--- src/rtl/alu_pkg.sv ---
// alu_pkg: op codes, FSM state encoding and default width shared by the serial ALU.
package alu_pkg;
  localparam logic [2:0] OP_AND = 3'b000;
  localparam logic [2:0] OP_OR  = 3'b010;
  localparam logic [2:0] OP_XOR = 3'b011;
  localparam logic [2:0] OP_ADD = 3'b100;
  localparam int ALU_WIDTH = 16;
  typedef enum logic [1:0] {
    S_IDLE = 2'd0,
    S_RUN  = 2'd1,
    S_DONE = 2'd2
  } state_t;
endpackage

--- src/rtl/ALU1Bit.sv ---
// ALU1Bit: combinational 1-bit ALU slice; Bnegate inverts B ahead of every op.
module ALU1Bit
  import alu_pkg::*;
(
  input  logic       A,
  input  logic       B,
  input  logic       Bnegate,
  input  logic       CIN,
  input  logic [2:0] operation,
  output logic       Result,
  output logic       cout
);
  logic bb;
  assign bb = B ^ Bnegate;
  always_comb begin
    Result = operation == OP_AND ? (A & bb) :
             operation == OP_OR  ? (A | bb) :
             operation == OP_XOR ? (A ^ bb) :
             operation == OP_ADD ? (A ^ bb ^ CIN) : 1'b0;
    cout = (A & bb) | (A & CIN) | (bb & CIN);
  end
endmodule

--- src/rtl/alu_serial16.sv ---
// alu_serial16: bit-serial ALU sequencer feeding one operand bit pair per clock, LSB first, into ALU1Bit.
module alu_serial16
  import alu_pkg::*;
#(
  parameter int WIDTH = ALU_WIDTH,
  parameter int CNT_W = $clog2(WIDTH)
) (
  input  logic             clk,
  input  logic             reset,
  input  logic             start,
  input  logic [WIDTH-1:0] a,
  input  logic [WIDTH-1:0] b,
  input  logic [2:0]       operation,
  input  logic             bnegate,
  output logic             busy,
  output logic             done,
  output logic [WIDTH-1:0] result,
  output logic             cout,
  output logic             overflow,
  output logic             zero
);
  state_t state;
  logic [WIDTH-1:0] a_reg, b_reg, res_next;
  logic [2:0] op_reg;
  logic neg_reg, carry, bit_res, bit_cout, c_next;
  logic [CNT_W-1:0] cnt;
  ALU1Bit u_slice (
    .A(a_reg[0]),
    .B(b_reg[0]),
    .Bnegate(neg_reg),
    .CIN(carry),
    .operation(op_reg),
    .Result(bit_res),
    .cout(bit_cout)
  );
  // carry only chains for ADD; logic ops never see a carry
  assign c_next = (op_reg == OP_ADD) & bit_cout;
  assign res_next = {bit_res, result[WIDTH-1:1]};
  always_ff @(posedge clk) begin
    if (reset) begin
      state <= S_IDLE;
      busy <= 1'b0;
      done <= 1'b0;
      result <= '0;
      cout <= 1'b0;
      overflow <= 1'b0;
      zero <= 1'b0;
      cnt <= '0;
      carry <= 1'b0;
      a_reg <= '0;
      b_reg <= '0;
      op_reg <= '0;
      neg_reg <= 1'b0;
    end else begin
      case (state)
        S_IDLE, S_DONE: begin
          done <= 1'b0;
          state <= S_IDLE;
          if (start) begin
            a_reg <= a;
            b_reg <= b;
            op_reg <= operation;
            neg_reg <= bnegate;
            carry <= bnegate;
            cnt <= '0;
            busy <= 1'b1;
            state <= S_RUN;
          end
        end
        S_RUN: begin
          result <= res_next;
          a_reg <= a_reg >> 1;
          b_reg <= b_reg >> 1;
          carry <= c_next;
          cnt <= cnt + CNT_W'(1);
          // carry still holds the carry into the MSB on the last bit
          if (cnt == CNT_W'(WIDTH - 1)) begin
            state <= S_DONE;
            busy <= 1'b0;
            done <= 1'b1;
            cout <= c_next;
            overflow <= carry ^ c_next;
            zero <= res_next == '0;
          end
        end
        default: state <= S_IDLE;
      endcase
    end
  end
endmodule

--- config.mk ---
export PLATFORM = sky130hd
export DESIGN_NAME = alu_serial16
export DESIGN_NICKNAME = d
export VERILOG_FILES = /design/src/rtl/alu_pkg.sv /design/src/rtl/ALU1Bit.sv /design/src/rtl/alu_serial16.sv
export SDC_FILE = /design/constraint.sdc
export NUM_CORES = 1
export LEC_CHECK = 0
export CAP_MARGIN = 0
export CORE_MARGIN = 5
export CORE_UTILIZATION = 46
export CTS_BUF_LIST = sky130_fd_sc_hd__clkbuf_2 sky130_fd_sc_hd__clkbuf_4 sky130_fd_sc_hd__clkbuf_8
export CTS_CLUSTER_DIAMETER = 150
export CTS_CLUSTER_SIZE = 24
export DETAILED_ROUTE_END_ITERATION = 10
export GPL_TIMING_DRIVEN = 0
export PLACE_DENSITY = 0.87
export SYNTH_ARGS = -nofsm -noshare
export SYNTH_HDL_FRONTEND = slang
export SYNTH_SLANG_ARGS = --single-unit
export TNS_END_PERCENT = 1
--- constraint.sdc ---
create_clock -name clk -period 1.9 [get_ports clk]
set_input_delay 0.57 -clock clk [delete_from_list [all_inputs] [get_ports clk]]
set_output_delay 0.57 -clock clk [all_outputs]
set_load 0.05 [all_outputs]
After elaboration in Yosys (flattened, before gate mapping)
Index checks and enable logic that the tools add are counted.
{"block": "word_totals", "output_inout_bits": 21, "reg_bits": 64, "elab_cells": 63}
{"block": "classes", "n_mux": 20, "reduce_logical": 10, "n_bitwise": 11, "eq_ne": 8, "n_addsub": 1}
{"op": "$pmux 16 s2", "n": 2}
{"op": "$mux 16", "n": 2}
{"op": "$logic_not 16->1", "n": 1}
{"op": "$mux 1", "n": 9}
{"op": "$pmux 4 s2", "n": 1}
{"op": "$reduce_and 2->1", "n": 4}
{"op": "$eq 3x2->1 const B", "n": 2}
{"op": "$pmux 1 s2", "n": 3}
{"op": "$add 4x1->4 const B", "n": 1}
{"op": "$and 1x1->1", "n": 4}
{"op": "$eq 4x4->1 const B", "n": 1}
{"op": "$mux 4", "n": 1}
{"op": "$ne 2x2->1 const B", "n": 2}
{"op": "$pmux 2 s2", "n": 1}
{"op": "$xor 1x1->1", "n": 4}
{"op": "$eq 3x3->1 const B", "n": 1}
{"op": "$logic_not 3->1", "n": 1}
{"op": "$or 1x1->1", "n": 3}
{"op": "$reduce_and 3->1", "n": 1}
{"op": "$eq 2x1->1 const B", "n": 1}
{"op": "$eq 2x2->1 const B", "n": 1}
{"op": "$logic_not 2->1", "n": 1}
{"op": "$mux 2", "n": 1}
{"op": "$reduce_bool 2->1", "n": 1}
{"op": "$reduce_or 2->1", "n": 1}

Depth between registers and ports, before layout
{"block": "depth", "depth_word": 8, "mapped_depth": 6}

Hierarchy
A second synthesis with hierarchy kept.
{"block": "unflattened", "hier_cells": 298, "hier_area_um2": 2536.2}
{"mod": "alu_serial16", "instances": 1, "seq_area_each_um2": 1281.2, "area_per_inst_um2": 2429.8, "cells_per_inst": 285}
{"mod": "ALU1Bit", "instances": 1, "seq_area_each_um2": 0.0, "area_per_inst_um2": 106.4, "cells_per_inst": 13}

Least setup slack after synthesis
Ideal clock, no wire load.
{"block": "synth_timing", "kind": "reg2reg", "from": "register neg_reg", "to": "register zero", "arrival_ns": 1.718, "path_stages_with_launch": 7, "setup_time_ns": 0.070, "n_path_buf": 0, "setup_slack_ns": 0.111, "period_less_slack_ns": 1.789, "required_time_ns": 1.830, "cell_sequence": "dfxtp_1 -> xor2_1 -> inv_1 -> fa_1 -> o41ai_1 -> or4_1 -> a21oi_1"}
{"block": "synth_between", "elab_chain_cells": 8, "elab_cells_between_ends": 10}
{"element": "from (decl)", "line_no": "alu_serial16.sv:25", "text": "logic neg_reg, carry, bit_res, bit_cout, c_next;"}
{"element": "from (signal assigned)", "line_no": "alu_serial16.sv:63", "text": "neg_reg <= bnegate;"}
{"element": "$xor 1x1->1 (*)", "line_no": "ALU1Bit.sv:14", "text": "assign bb = B ^ Bnegate;"}
{"element": "$xor 1x1->1", "line_no": "ALU1Bit.sv:18, ALU1Bit.sv:19"}
{"element": "$xor 1x1->1", "line_no": "ALU1Bit.sv:19", "text": "operation == OP_ADD ? (A ^ bb ^ CIN) : 1'b0;"}
{"element": "$mux 1", "line_no": "ALU1Bit.sv:19"}
{"element": "$mux 1", "line_no": "ALU1Bit.sv:18", "text": "operation == OP_XOR ? (A ^ bb) :"}
{"element": "$mux 1", "line_no": "ALU1Bit.sv:17", "text": "operation == OP_OR ? (A | bb) :"}
{"element": "$mux 1 (*)", "line_no": "ALU1Bit.sv:16", "text": "Result = operation == OP_AND ? (A & bb) :"}
{"element": "$logic_not 16->1 (*)", "line_no": "alu_serial16.sv:83", "text": "zero <= res_next == '0;"}
{"element": "to (signal assigned)", "line_no": "alu_serial16.sv:47", "text": "zero <= 1'b0;"}
{"element": "to (signal assigned)", "line_no": "alu_serial16.sv:83"}
{"element": "to (decl)", "line_no": "alu_serial16.sv:20", "text": "output logic zero"}
Mark *: on every way between the ends. The rest lies on a longest branch, timed or not.
A chain may end at the register's enable or synchronous reset.

Worst setup path after layout
{"block": "layout_timing", "from": "register result[13]", "to": "output result[13]"}
{"element": "from (decl)", "line_no": "alu_serial16.sv:17", "text": "output logic [WIDTH-1:0] result,"}
{"element": "from (signal assigned)", "line_no": "alu_serial16.sv:71", "text": "result <= res_next;"}
No word-level cell between the ends.

==> impl_metrics.py <==
metrics = {
    "clock_tree": {
        "cts.htree.levels": 3,
        "cts.clk_slew.worst_paths_ns": 0.07,
        "cts_tree": "yes",
        "cts_made_buffers": 9,
        "worst_skew_pair.late_latency_ns": 0.34,
        "cts_max_path_buffers": 2,
        "numClockSinks": 64,
        "cts_root_buffer": "clkbuf_8",
        "cts_setup_buffers": 0,
    },
    "setup_path": {
        "reg2reg_slack_ns": 0.04,
        "worst_setup_path_start_kind": "flop",
        "critPathMaxFanout": 4,
        "crit_buf_inv": 1,
        "timing_worst_setup_path_type": "reg -> out",
        "critPathTopFamily": "buffers and inverters",
        "crit_slowest_cell": "dlygate4sd2_1",
        "slowest_delay_ns": 0.56,
        "rr_worst_depth": 6,
        "arrival_ns": 1.29,
        "path_depth": 1,
        "crit_required_ns": 1.33,
        "end_kind": "output port",
        "worst_r2r_endpoint": "zero$_SDFFE_PP0P_",
        "crit_chain": "dlygate4sd2_1",
        "rr_startpoint": "neg_reg$_SDFFE_PP0P_",
    },
    "global_route": {
        "grt_pass1_wl_mm": 10.5,
        "grt_overflow": 0,
        "grtUsageMet3_pct": 3.85,
        "busiest_layer": "met2",
        "antenna_found_initial": 0,
        "grt_usage_pct": 18.5,
        "grt_max_degree": 12,
        "grt_util_met1_pct": 23.0,
        "grt_pass1_vias": 2280,
        "met2_usage_pct": 28.9,
    },
    "floorplan": {
        "die_area_mm2": 0.00701,
        "fp.coreArea_mm2": 0.00520,
        "initial_utilization_pct": 48.0,
        "ios": 60,
        "die_w_um": 83.7,
        "num_rows": 26,
        "die_h_um": 83.7,
    },
    "detailed_routing": {
        "dr.pass1.iters": 5,
        "first_iter_violations": 175,
        "drt-wirelength-per-cell_um": 14.0,
        "routed_wl_mm": 6.24,
        "via_count": 2374,
        "drc": 0,
        "ant_nets": 0,
        "drt-vias-per-instance": 5.35,
    },
    "final_layout": {
        "multiInputGateArea_mm2": 0.00113,
        "syn2layout_area_growth_pct": 35.1,
        "fin_area_mm2": 0.00338,
        "drive_above_1_share_pct": 9.09,
        "final-seq-area_mm2": 0.00128,
        "final_net_count": 412,
        "antenna_cells": 0,
        "fillers": 468,
    },
    "synthesis": {
        "synthArstFlopShare_pct": 0,
        "syn-cell-area_mm2": 0.00250,
        "synth.most_common_cell": "nand2_1",
        "ys_seq_area_share_pct": 51.3,
        "synth_edf_count": 0,
        "yosysUniqueCellTypes": 31,
        "syn_nets": 343,
        "synthFlopType": "dfxtp_1",
        "yosys.area.top_type": "dfxtp_1",
        "syn_avg_cell_area_um2": 8.33,
        "synth_top_area_share_pct": 51.3,
        "synth_cells": 300,
        "ys_top_cells_by_count": "nand2_1 (74), dfxtp_1 (64), a21oi_1 (56), a22oi_1 (33)",
        "synthTopCellsByArea": "dfxtp_1 (51%), a21oi_1 (11%), nand2_1 (11%)",
        "yosys_warnings": 0,
        "synth-seq-cells": 64,
    },
    "sta": {
        "skew_ns": 0.00836,
        "post-route-min-period_ns": 1.86,
        "fin_ws_ns": 0.0379,
        "holdWs_ns": 0.457,
        "rsz0062_at_grt": "yes",
        "worstMarginPinSlew_ns": 0.487,
        "fmax_mhz": 537,
        "fin_crit_sh_pct": 98.0,
        "final_max_slew_viol_count": 0,
        "setup-violations-final": 0,
        "finalHoldViolations": 0,
        "relSlewSlack_pct": 66.7,
    },
    "worst_hold_path": {
        "hp-class": "reg -> reg",
        "worstHoldStart": "a_reg[6]$_SDFFE_PP0P_",
        "hold_depth": 2,
        "whs_endpoint": "a_reg[6]$_SDFFE_PP0P_",
    },
    "placement": {
        "io_buffer_count": 58,
        "postPlaceCellArea_mm2": 0.00317,
        "hpwl_mm": 4.32,
        "gp_congestion": 0.755,
        "pre_cts_ws_ns": -0.408,
    },
    "pwr": {
        "finalPower_mw": 3.02,
        "leakagePower_nw": 1.27,
        "power_density_mw_per_mm2": 893,
        "peakVddDrop_uv": 557,
    },
    "run_status": {
        "status": "complete, no violations",
    },
    "flow_run": {
        "drv_cap": 0,
    },
}
-- worst register-to-register path, cell delays in order (launching register included) --
cell and delay (ns):
dfxtp_2 0.36, xor2_2 0.18, inv_2 0.06, fa_1 0.52, o41ai_2 0.08, or4_1 0.47, a21oi_1 0.13
-- timing repair --
action	CTS	global route
hold buffers	0	0
gates resized for setup	27	7
pin swaps	1	2
endpoints found under the hold margin	0	0
endpoints found under the setup margin	38	28
-- worst max-delay path by stage --
stage                             from                     to
5_1_grt          b_reg[0]$_SDFFE_PP0P_      zero$_SDFFE_PP0P_
6_report       result[13]$_SDFFE_PP0P_             result[13]
2_1_floorplan     neg_reg$_SDFFE_PP0P_      zero$_SDFFE_PP0P_
3_3_place_gp                     start  a_reg[9]$_SDFFE_PP0P_
4_1_cts          b_reg[0]$_SDFFE_PP0P_      zero$_SDFFE_PP0P_
3_5_place_dp                     start  a_reg[9]$_SDFFE_PP0P_
-- cell families after synthesis --
kind of cell	after synthesis	synth area share (%)
buf+inv	27	4.35
simple gates	108	18.3
mux	1	0.450
flops	64	51.3
compound gates	94	22.7
fa+ha+maj	4	2.30
xor+xnor	2	0.701
-- layer usage --
metal / up-vias / wire [µm]
li1: 1182 / -
met1: 1111 / 2740
met2: 71 / 3030
met3: 10 / 345
met4: 0 / 116
met5: - / 0
-- cell usage in the layout (no fill, tap or decap), types with 2 or more instances in the layout --
cell type and n:
clkinv_2 2, nor2_1 15, nor4_1 3, ha_1 3, a21oi_1 56, nor3_1 3, a22oi_1 33, dfxtp_2 2
nand2_1 74, clkbuf_8 11, nand2b_1 2, inv_1 3, clkdlybuf4s50_1 37, clkinvlp_4 2, clkbuf_2 3, buf_2 5
dlygate4sd2_1 20, dfxtp_1 62, clkbuf_1 14, nand4_1 2
-- report_power, final --
| group | total (mW) | switching [mW] | leakage, nW | internal, mW |
|---|---|---|---|---|
| sequential | 1.45 | 0.0432 | 0.523 | 1.41 |
| combinational | 0.373 | 0.206 | 0.650 | 0.168 |
| clock | 1.19 | 0.523 | 0.101 | 0.672 |
-- through the flow --
step                      setup TNS [ns]  cells  util [%]
final                                  0    444      64.9
after global routing             -0.0503    444      64.9
after CTS                              0    444      64.6
after detailed placement          -11.04    428      60.9
after global placement            -11.41    428      60.9
after floorplan                        0    300         -
-- layout make-up --
cell class / instances / area share [%]
plain buffers: 23 / 2.96
clock buffers: 11 / 4.48
clock inverters: 5 / 1.63
inverters: 4 / 0.444
multi-input cells: 209 / 33.4
flip-flops and latches: 64 / 38.0
well taps: 70 / 2.59
repair buffers: 58 / 16.4
No activity file was read; power rests on OpenSTA's default activity.
==> edit 1 (same settings) <==
Put one more register stage on the output `result`, with the module's reset. The value now appears one clock later. The other outputs are not delayed to match.
--- a/src/rtl/alu_serial16.sv
+++ b/src/rtl/alu_serial16.sv
@@ -20,4 +20,6 @@
   output logic             zero
 );
+
+  logic [WIDTH-1:0] result_s0;
   state_t state;
   logic [WIDTH-1:0] a_reg, b_reg, res_next;
@@ -36,5 +38,5 @@
   // carry only chains for ADD; logic ops never see a carry
   assign c_next = (op_reg == OP_ADD) & bit_cout;
-  assign res_next = {bit_res, result[WIDTH-1:1]};
+  assign res_next = {bit_res, result_s0[WIDTH-1:1]};
   always_ff @(posedge clk) begin
     if (reset) begin
@@ -42,5 +44,5 @@
       busy <= 1'b0;
       done <= 1'b0;
-      result <= '0;
+      result_s0 <= '0;
       cout <= 1'b0;
       overflow <= 1'b0;
@@ -69,5 +71,5 @@
         end
         S_RUN: begin
-          result <= res_next;
+          result_s0 <= res_next;
           a_reg <= a_reg >> 1;
           b_reg <= b_reg >> 1;
@@ -88,4 +90,12 @@
     end
   end
+  always_ff @(posedge clk) begin
+    if (reset) begin
+      result <= '0;
+    end else begin
+      result <= result_s0;
+    end
+  end
+
 endmodule
 
Formal check against the unedited RTL: not equivalent (Yosys sat finds a counterexample within 4 cycles, from zero or initial values and one cycle with reset high).
==> edit 1 against the unedited design <==
Synthesized cell count up 0.33%; design area grew 14%; register-to-register slack gained 0.07 ns; wire length up 5.4%; clock power is 24% higher; power is 28% higher; sequential cell count grew 16; count of clock-buffer cells in the layout shrank 2; area after synthesis grew 17%; non-clock buffer count unchanged; first-iteration DRC count is 23% lower; setup slack better by 0.064 ns; hold slack gained 0.00065 ns.
==> edit 1: results (changes against the unedited design) <==
- In this run the clock root is driven by a sky130_fd_sc_hd__clkbuf_8.
- The run finished with clean final reports.
- The internal power contribution is 2.90 mW (+29%).
- The met2 capacity usage during global routing is 26.1% (-2.7 points).
- The longest individual stage delay on the worst path is 0.53 ns (-0.03 ns).
- The via count of the first global-routing pass is 2314 (+1.5%).
- The proportion of layout cells with a drive suffix above 1 is 10.9% (+1.8 points).
- Counting instances in the post-synthesis netlist gives the leading cell types as sky130_fd_sc_hd__dfxtp_1, sky130_fd_sc_hd__nand2_1, sky130_fd_sc_hd__a21oi_1, sky130_fd_sc_hd__a22oi_1, sky130_fd_sc_hd__nor2b_1.
- The worst-path maximum fanout was 2 (-2).
- The total via count after detailed routing came to 2442 (+2.9%).
- The port buffer count is 59 (+1.7%).
- The wire length of the first global-routing pass is 10400 µm (-1.4%).
- The number of buffers on the longest clock path is 2 (unchanged).
- By area the synthesized netlist is led by sky130_fd_sc_hd__dfxtp_1, sky130_fd_sc_hd__a22oi_1, sky130_fd_sc_hd__a21oi_1.
- The CTS buffer count came to 9 (unchanged).
- The number of nets in the synthesized netlist was 344 (+0.29%).
- The standard cell area after detailed placement was 0.00361 mm² (+14%).
- The unique cell type count in the Yosys netlist is 36 (+16%).
- The worst IR drop on VDD is 569 µV (+2.1%).
- The clock tree skew after final layout is 0.00903 ns (+0.000673 ns).
- The largest net degree at the start of global routing was 15 (+3).
- The leakage component of the power came to 1.53 nW (+20%).
- The tightest hold margin is 0.458 ns (+0.000645 ns).
- The register area share after synthesis came to 54.8% (+3.6 points).
- The met3 layer usage reported by global route is 3.65% (-0.20 points).
- The number of violations reported at the end of detailed-routing iteration 0 is 134 (-23%).
- The overall global routing resource usage came to 16.8% (-1.7 points).
- The later-pin clock latency in the skew report is 0.35 ns.
- The minimum setup slack among reg-to-reg paths is 0.11 ns (+0.07 ns).
- The async set-reset flop share out of synthesis is 0% (unchanged).
- The number of search-and-repair iterations in the first detailed-routing pass is 4 (-1).
- The total number of yosys warnings is 0 (unchanged).
- The number of nets in the layout came to 415 (+0.73%).
- The transition time at the pin with the least slew margin came to 0.513 ns (+0.0261 ns).
- The level count of the clock H-tree came to 3 (unchanged).
- The kind of cell with the highest combined delay on the critical path is buffers and inverters.
- The placer's final routability congestion estimate is 0.858 (+14%).
- The detailed-route wire length was 6570 µm (+5.4%).
- The total half-perimeter wirelength after legalization and detailed placement is 4760 µm (+10%).
- The global routing met1 resource utilization came to 21.1% (-2.0 points).
-- edit 1: cell count changes after synthesis, moves of 2 or more --
cell / change
sky130_fd_sc_hd__nor2b_1: +15
sky130_fd_sc_hd__a21oi_1: -17
sky130_fd_sc_hd__nor2_1: -2
sky130_fd_sc_hd__o22a_1: +15
sky130_fd_sc_hd__dfxtp_1: +16
sky130_fd_sc_hd__o31ai_1: +2
sky130_fd_sc_hd__clkbuf_1: -9
sky130_fd_sc_hd__nand2_1: -30
sky130_fd_sc_hd__buf_4: +7
-- edit 1: final timing paths --
| check | cells after the start | startpoint | endpoint |
|---|---|---|---|
| max | 1 | done | done |
| min | 2 | a_reg[3] | a_reg[3] |
| max reg2reg | 7 | b_reg[0] | result_s0[15] |
| min reg2reg | 2 | a_reg[3] | a_reg[3] |
-- edit 1: metal layers --
| layer | share of wire, % | routed length (µm) |
|---|---|---|
| met1 | 42 | 2770 |
| met2 | 49 | 3230 |
| met3 | 5.2 | 340 |
| met4 | 3.6 | 236 |
| met5 | 0 | 0 |
-- edit 1: cell families after synthesis --
kind of cell	share of synthesized area [%]
AOI/OAI and AO/OA	22.1
and+or+nand+nor	15.7
DFF	54.8
buffers and inverters	4.37
adders and majority gates	1.97
xor gates and xnor gates	0.600
muxes	0.385
-- edit 1: repair_timing --
item,CTS,global route
gates cloned,0,0
pin swaps,0,3
buffers inserted,0,1
resized for setup,24,3
endpoints found under the setup margin,23,12
hold buffers,0,0
endpoints found under the hold margin,0,0
-- edit 1: power groups by stage --
stage          sequential [mW]  combinational (mW)  clock, mW
2_1_floorplan             1.95               0.272          0
3_3_place_gp              1.89               0.520          0
3_5_place_dp              1.89               0.534          0
4_1_cts                   1.86               0.524       1.50
5_1_grt                   1.87               0.573       1.57
6_report                  1.86               0.527       1.48
-- edit 1: final cells by class --
cell class,count,area (µm²)
sequential,80,1600
timing repair buffer,60,572
multi-input combinational,196,1200
clock buffer,9,124
fill,521,2430
inverter,4,15.0
buffer,21,114
tap,77,96.3
clock inverter,7,120
-- edit 1: through the flow --
| step | setup WS [ns] | cells | util [%] | power, mW |
|---|---|---|---|---|
| final | 0.102 | 454 | 61.3 | 3.86 |
| after global routing | -0.0389 | 454 | 61.3 | 4.01 |
| after floorplan | 0.184 | 301 | - | 2.22 |
| after global placement | -0.303 | 437 | 57.5 | 2.41 |
| after CTS | 0.0248 | 453 | 61.1 | 3.88 |
| after detailed placement | -0.329 | 437 | 57.5 | 2.43 |
==> edit 2 (same flow settings) <==
Made on the original files. Change the package constant `ALU_WIDTH` from 16 to 8.
--- a/src/rtl/alu_pkg.sv
+++ b/src/rtl/alu_pkg.sv
@@ -5,5 +5,5 @@
   localparam logic [2:0] OP_XOR = 3'b011;
   localparam logic [2:0] OP_ADD = 3'b100;
-  localparam int ALU_WIDTH = 16;
+  localparam int ALU_WIDTH = 8;
   typedef enum logic [1:0] {
     S_IDLE = 2'd0,
Interface: changed (resized a, b and result); port bits go from 60 to 36. No check against the original RTL was run, so the function may have changed too.
==> edit 2 against the unedited design <==
Clock skew shrank 0.00056 ns; critical path depth grew 5; count of clock-buffer cells in the layout shrank 3; setup slack lost 0.014 ns; power shrank 44%; non-clock buffer count shrank 31; via count shrank 35%; sequential cell count shrank 25; die area shrank 30%; hold slack gained 0.0032 ns; combinational power shrank 22%; area after synthesis shrank 34%; design area shrank 36%; wire length shrank 33%; largest power group unchanged.
==> edit 2: results (changes against the unedited design) <==
- The number of nets in the layout is 272 (-34%).
- The via count of the first global-routing pass is 1509 (-34%).
- The worst IR drop on VDD came to 418 µV (-25%).
- The number of search-and-repair iterations in the first detailed-routing pass was 4 (-1).
- The worst-path maximum fanout is 2 (-2).
- The proportion of layout cells with a drive suffix above 1 was 12.7% (+3.6 points).
- The detailed-routing wirelength on met1 is 1730 µm (-37%).
- After synthesis, the cell types taking the most area are sky130_fd_sc_hd__dfxtp_1, sky130_fd_sc_hd__nand2_1, sky130_fd_sc_hd__a311oi_1.
- The flow ran to the end, and the final reports show no timing, DRC or antenna violations.
- The slowest stage of the critical path is the sky130_fd_sc_hd__or4b_4 cell.
- The placer's final routability congestion estimate is 0.825 (+9.3%).
- The total via count after detailed routing is 1550 (-35%).
- The number of filler instances in the final layout came to 314 (-33%).
- The data arrival time of the worst path is 2.12 ns (+0.83 ns).
- The synthesized area per cell is 8.26 µm² (-0.90%).
- Counting instances in the post-synthesis netlist gives the leading cell types as sky130_fd_sc_hd__nand2_1, sky130_fd_sc_hd__dfxtp_1, sky130_fd_sc_hd__nor2_1, sky130_fd_sc_hd__a21oi_1, sky130_fd_sc_hd__a311oi_1.
- The clock tree skew after final layout came to 0.00780 ns (-0.000558 ns).
- The total half-perimeter wirelength after legalization and detailed placement is 2870 µm (-34%).
- The number of nets in the synthesized netlist was 228 (-34%).
- The wire length of the first global-routing pass is 7000 µm (-33%).
- The finished layout cell area is 0.00216 mm² (-36%).
- The transition time at the pin with the least slew margin is 0.496 ns (+0.00900 ns).
- The number of placed cells counting well taps is 281 (-34%).
- The overall global routing resource usage is 18.1% (-0.33 points).
- The kind of cell with the highest combined delay on the critical path is simple AND/OR/NAND/NOR gates.
- The number of standard cells in the layout, taps in and fillers out is 291 (-34%).
## edit 2: cells by family (layout without fill, tap and decap cells)
group | Yosys count | after routing | share of synthesized area (%)
and+or+nand+nor | 97 | 97 | 25.4
DFF | 39 | 39 | 47.3
AOI/OAI and AO/OA | 38 | 38 | 16.3
buffers and inverters | 18 | 63 | 5.15
adders and majority gates | 5 | 5 | 4.24
xor gates and xnor gates | 2 | 2 | 1.06
muxes | 1 | 1 | 0.606
## edit 2: final cells by class
cell class | instances | area share [%]
Timing Repair Buffer | 37 | 15.6
Multi-Input combinational cell | 143 | 38.2
Buffer | 13 | 3.06
Inverter | 5 | 0.867
Tap cell | 46 | 2.66
Clock buffer | 8 | 3.35
Sequential cell | 39 | 36.3
## edit 2: final timing paths
kind,to,cells after the start,slack [ns],from
max reg2reg,zero,6,0.02,b_reg[0]
min,result[0],2,0.46,result[0]
max,zero,6,0.02,b_reg[0]
min reg2reg,result[0],2,0.46,result[0]
## edit 2: what timing repair did
action	CTS	global route
endpoints found under the setup margin	17	11
endpoints found under the hold margin	0	0
gates resized for setup	19	15
buffers inserted	0	2
pin swaps	1	4
## edit 2: worst reg2reg max path, stage by stage, from the launching register on
cell and delay (ns):
sky130_fd_sc_hd__dfxtp_4 0.38, sky130_fd_sc_hd__xor2_2 0.18, sky130_fd_sc_hd__inv_2 0.07, sky130_fd_sc_hd__fa_2 0.43
sky130_fd_sc_hd__or4b_4 0.51, sky130_fd_sc_hd__o311ai_4 0.10, sky130_fd_sc_hd__o21ai_1 0.09
## edit 2: layer usage
metal  vias up  GRT usage [%]
met5         -              0
met4         0           8.30
met3         8           5.31
met2        39           30.0
met1       736           21.6
li1        767              -
